`src/rtl/stage_fetch0.sv`:
```
// stage_fetch0: first instruction-fetch stage. Owns the fetch PC and picks the
// next PC from CSR redirect, execute redirect, BTB prediction or PC+1.
// Optional feature macro: FETCH0_BTB_EN (direct-mapped BTB; absent by default).
module stage_fetch0 #(
  parameter logic [31:0] RESET_VECTOR = 32'h0000_0000,
  parameter int          BTB_ENTRIES  = 16
) (
  input  logic        clk_core,
  input  logic        reset_n,
  output logic        fe0_valid,
  output logic        fe0_specid,
  output logic [29:0] fe0_read_addr,
  input  logic        fe1_stall,
  input  logic        ex_redirect,
  input  logic [29:0] ex_redirect_pc,
  input  logic        ex_btb_update,
  input  logic [29:0] ex_btb_pc,
  input  logic [29:0] ex_btb_target,
  input  logic        ex_btb_taken,
  input  logic        csr_redirect,
  input  logic [29:0] csr_redirect_pc,
  input  logic        csr_halt
);

  logic [29:0] r_pc;
  logic        r_specid;
  logic        r_valid;

  logic [29:0] w_pc_next;
  logic        w_specid_next;
  logic        w_adv;
  logic        w_btb_hit;
  logic [29:0] w_btb_target;

  // Halt masks the request directly so fetch stops in the same cycle halt rises.
  assign fe0_valid     = r_valid & ~csr_halt;
  assign fe0_read_addr = r_pc;
  assign fe0_specid    = r_specid;
  assign w_adv         = fe0_valid & ~fe1_stall;

`ifdef FETCH0_BTB_EN
  localparam int IW = $clog2(BTB_ENTRIES);
  localparam int TW = 30 - IW;

  logic          r_btb_valid [BTB_ENTRIES];
  logic [TW-1:0] r_btb_tag   [BTB_ENTRIES];
  logic [29:0]   r_btb_tgt   [BTB_ENTRIES];

  logic [IW-1:0] w_rd_idx;
  logic [IW-1:0] w_wr_idx;
  logic [TW-1:0] w_rd_tag;
  logic [TW-1:0] w_wr_tag;

  assign w_rd_idx     = r_pc[IW-1:0];
  assign w_rd_tag     = r_pc[29:IW];
  assign w_wr_idx     = ex_btb_pc[IW-1:0];
  assign w_wr_tag     = ex_btb_pc[29:IW];
  // Lookup reads current contents, so a same-cycle write is seen only next cycle.
  assign w_btb_hit    = r_btb_valid[w_rd_idx] && (r_btb_tag[w_rd_idx] == w_rd_tag);
  assign w_btb_target = r_btb_tgt[w_rd_idx];

  // Valid bits: set on taken update, cleared on not-taken update with matching tag.
  always_ff @(posedge clk_core or negedge reset_n) begin
    if (!reset_n) begin
      for (int i = 0; i < BTB_ENTRIES; i++) r_btb_valid[i] <= 1'b0;
    end else if (ex_btb_update) begin
      if (ex_btb_taken)
        r_btb_valid[w_wr_idx] <= 1'b1;
      else if (r_btb_tag[w_wr_idx] == w_wr_tag)
        r_btb_valid[w_wr_idx] <= 1'b0;
    end
  end

  // Tag/target storage is not reset; the valid bits guard it.
  always_ff @(posedge clk_core) begin
    if (ex_btb_update && ex_btb_taken) begin
      r_btb_tag[w_wr_idx] <= w_wr_tag;
      r_btb_tgt[w_wr_idx] <= ex_btb_target;
    end
  end
`else
  logic w_unused_btb;
  assign w_unused_btb = ^{ex_btb_update, ex_btb_pc, ex_btb_target, ex_btb_taken};
  assign w_btb_hit    = 1'b0;
  assign w_btb_target = '0;
`endif

  // Next-PC select: CSR redirect, execute redirect, BTB hit, sequential, hold.
  always_comb begin
    w_pc_next     = r_pc;
    w_specid_next = r_specid;
    if (csr_redirect) begin
      w_pc_next     = csr_redirect_pc;
      w_specid_next = ~r_specid;
    end else if (ex_redirect) begin
      w_pc_next     = ex_redirect_pc;
      w_specid_next = ~r_specid;
    end else if (w_adv && w_btb_hit) begin
      w_pc_next     = w_btb_target;
      w_specid_next = ~r_specid;
    end else if (w_adv) begin
      w_pc_next     = r_pc + 30'd1;
    end
  end

  // PC, epoch and valid registers; valid sets on the first edge out of reset.
  always_ff @(posedge clk_core or negedge reset_n) begin
    if (!reset_n) begin
      r_pc     <= RESET_VECTOR[31:2];
      r_specid <= 1'b0;
      r_valid  <= 1'b0;
    end else begin
      r_pc     <= w_pc_next;
      r_specid <= w_specid_next;
      r_valid  <= 1'b1;
    end
  end

endmodule

```
`config.mk`:
```
export PLATFORM = sky130hd
export DESIGN_NAME = stage_fetch0
export DESIGN_NICKNAME = d
export VERILOG_FILES = /design/src/rtl/stage_fetch0.sv
export SDC_FILE = /design/constraint.sdc
export NUM_CORES = 1
export LEC_CHECK = 0
export BUFFER_PORTS_ARGS = -buffer_cell sky130_fd_sc_hd__clkbuf_2
export CORE_ASPECT_RATIO = 0.5
export CORE_MARGIN = 5
export CORE_UTILIZATION = 35
export CTS_CLUSTER_SIZE = 20
export DETAILED_ROUTE_END_ITERATION = 6
export GPL_TIMING_DRIVEN = 1
export PLACE_DENSITY = 0.67
export SETUP_SLACK_MARGIN = 0.05
export SYNTH_ARGS = -nofsm -noshare
export SYNTH_HDL_FRONTEND = slang
export SYNTH_SLANG_ARGS = --single-unit
```
`constraint.sdc`:
```
create_clock -name clk_core -period 2.6 [get_ports clk_core]
set_input_delay 0.13 -clock clk_core [delete_from_list [all_inputs] [get_ports clk_core]]
set_output_delay 0.13 -clock clk_core [all_outputs]
set_load 0.005 [all_outputs]
```
==> metrics.txt <==
maximum VDD drop=0.3050 mV; WP data required=2730 ps; initial DRC count=310; fin crit share=78.94%; sequential fraction of the synthesis area=34.17%; M3 GR Usage=3.819%; worst hold slack=55.51 ps; DR DRC count=0; Setup Buffers After CTS=0; Post-Route WL=8060 um; post-DP HPWL=6099 um; count of TritonRoute iterations in the first routing pass=5; Crit Path Max Fanout=6; share of layout cells above drive strength 1=33.33%; Routed Antenna Nets=0; delay-heaviest family, CP=simple AND/OR/NAND/NOR gates; XOR/XNOR Fraction of Synth Area=5.606%; CP max stage cell=o41ai_1; Die Ht=67.86 um; Syn-to-layout area delta=32.84%; met2 Use GR=30.25%; peak per-stage delay on the critical path=460 ps; mapped cell area=2343 sq um; ys async rst share=100.0%; Final setup viols=0; die area=8531 sq um; H-Tree Depth=2; FP Rows=21; mux cell area share after synthesis=1.281%; root buf cell=clkbuf_16; FMAX=487.2 MHz; Port Buf Inserts=97; CP arrival=2190 ps; synth top area cells=dfrtp_1 (34%), a21oi_1 (6.2%), nand2_1 (4.8%), nand3_1 (3.8%), nor2_1 (3.5%); relative slew slack=42.06%; clock-pin transition on the worst setup and hold timing paths=50 ps; Hold Vio Cnt, Final=0; largest net degree at the start of global routing=33; Post-Synth Adder-Cell Area=0.5339%; GPL Wtd Cong=0.8650; Post-Syn Area per Cell=8.281 sq um; global-route wire length before repair=13120 um; Synth Area in Compound Gates=26.91%; io pins=160; RSZ-0062 raised after global routing=false; share of the synthesized area in the top cell type=34.17%; wire per inst=17.04 um; post-DR vias/cell=5.719; critical path class=reg2reg; clk_skew=5.647 ps; reg2reg setup slack=550 ps; Syn Nets=412; Core ar.=6595 sq um; vias in the first global route=2594; CTS Sinks=32; total track usage=19.22%; n_diodes=0; Skew-Pair Late Insertion Delay=280 ps; worst-margin pin slew=869.0 ps; antenna violations before repair=0; Max Root-Sink Buffers=2; cell taking the most area after synthesis=dfrtp_1; routed vias=2705; nets@finish=510; crit path launch type=flip-flop; gr busiest metal=met2; final slew viol count=0; cell leakage power=1.386 nW; Final Util=47.20%; total CTS buffers=5; largest family of logic cells by synthesized area=simple AND/OR/NAND/NOR gates; status=completed; Simple-Gate Fraction of Synth Area=27.76%; synth unique cells=61; Post-synth EDFFs=0; HP Class=in2reg; CP endpoint kind=flip-flop; met1 usage=27.18%; Chip Width=125.7 um; grt ovf=0; Maximum Capacitance Violations=0; final total negative setup slack=0 ps; Synth Warn #=0; count leader, synth=dfrtp_1; worst-path cell chain=nand3_1, nor2_1, nand2_1, o41ai_1, a22oi_1; CP bufs+invs=0; TritonCTS clock tree=yes; minimum clock period after layout=2052 ps; Starting Density=35.53%; ys flop type=dfrtp_1; Power Density=528.4 nW/um^2; Mapped Cells=283; Yosys reg bits=32; Worst Setup Slack, final=547.7 ps; top cells by count, synth=dfrtp_1 (32), nand2_1 (30), a21oi_1 (29), nor2_1 (22), nand3_1 (18); Setup WS pre-CTS=601.9 ps
==> worst register-to-register path, delay by kind of cell, from the launching register on <==
kind | cells | cell delay (ps)
compound gates | 2 | 610
flops | 1 | 420
simple gates | 3 | 880
==> flip-flops by register name (all words and copies together), names as in the netlist <==
signal	count
r_valid	1
fe0_read_addr	30
fe0_specid	1
==> cells by family (layout without fill, tap and decap cells) <==
kind of cell	count (synthesis)	in the layout
AOI/OAI and AO/OA	91	91
muxes	3	3
other	1	1
adders and majority gates	1	1
xor gates and xnor gates	15	15
buffers and inverters	21	119
DFF	32	32
and+or+nand+nor	119	119
==> area by class of cell <==
type | instances | area [sq um]
tap | 92 | 115.1
multi-input combinational | 230 | 1459
fill | 668 | 3482
clock buffer | 7 | 152.6
timing repair buffer | 108 | 570.5
inverter | 4 | 15.01
sequential | 32 | 800.8
==> what timing repair did <==
action / CTS / global route
hold endpoints to repair: 32 / 0
gates resized for setup: 0 / 0
hold buffers: 1 / 0
==> path summary, 6_finish.rpt <==
kind	start	to	depth (start not counted)
max	fe0_read_addr[10]$_DFFE_PN0P_	fe0_read_addr[18]$_DFFE_PN0P_	5
min	csr_redirect_pc[14]	fe0_read_addr[14]$_DFFE_PN0P_	3
max reg2reg	fe0_read_addr[10]$_DFFE_PN0P_	fe0_read_addr[18]$_DFFE_PN0P_	5
min reg2reg	fe0_specid$_DFFE_PN0P_	fe0_specid$_DFFE_PN0P_	1
max in group asynchronous	reset_n	fe0_read_addr[23]$_DFFE_PN0P_	2
min in group asynchronous	reset_n	fe0_read_addr[24]$_DFFE_PN0P_	2
==> per-layer routing <==
metal	wire length (um)	up-vias	share of wire (%)
met2	3627	116	45
li1	-	1278	-
met4	132	0	1.6
met3	577	11	7.2
met1	3722	1300	46
met5	0	-	0
==> cell usage in the layout, fill, tap and decap left out, types with 4 or more instances in the layout <==
master     instances
xnor2_1            7
nor4_1             4
nand4_1            9
o31ai_1            5
xor2_1             8
dfrtp_1           32
clkbuf_2          97
o221ai_1           4
clkbuf_16          5
a21oi_1           29
nand3_1           18
nor2_1            22
o22ai_1            6
o21ai_0            9
a22oi_1            5
nor3_1            10
a31oi_1            4
nand2_1           30
buf_4             10
a211oi_1           5
and3_1             9
==> through the flow <==
stage	power (W)	std cells	area, sq um
finish	0.001645	473	3113
global route	0.001731	473	3113
CTS	0.001655	473	3113
detailed placement	0.001042	465	2950
global placement	0.001036	465	2950
floorplan	0.0008484	283	2344
==> report_power, final <==
group	internal, W	switching (W)
Sequential	0.000559	0.0000890
Combinational	0.000184	0.000203
Clock	0.000401	0.000208
Total	0.00114	0.000500
No activity file was read; power rests on OpenSTA's default activity.
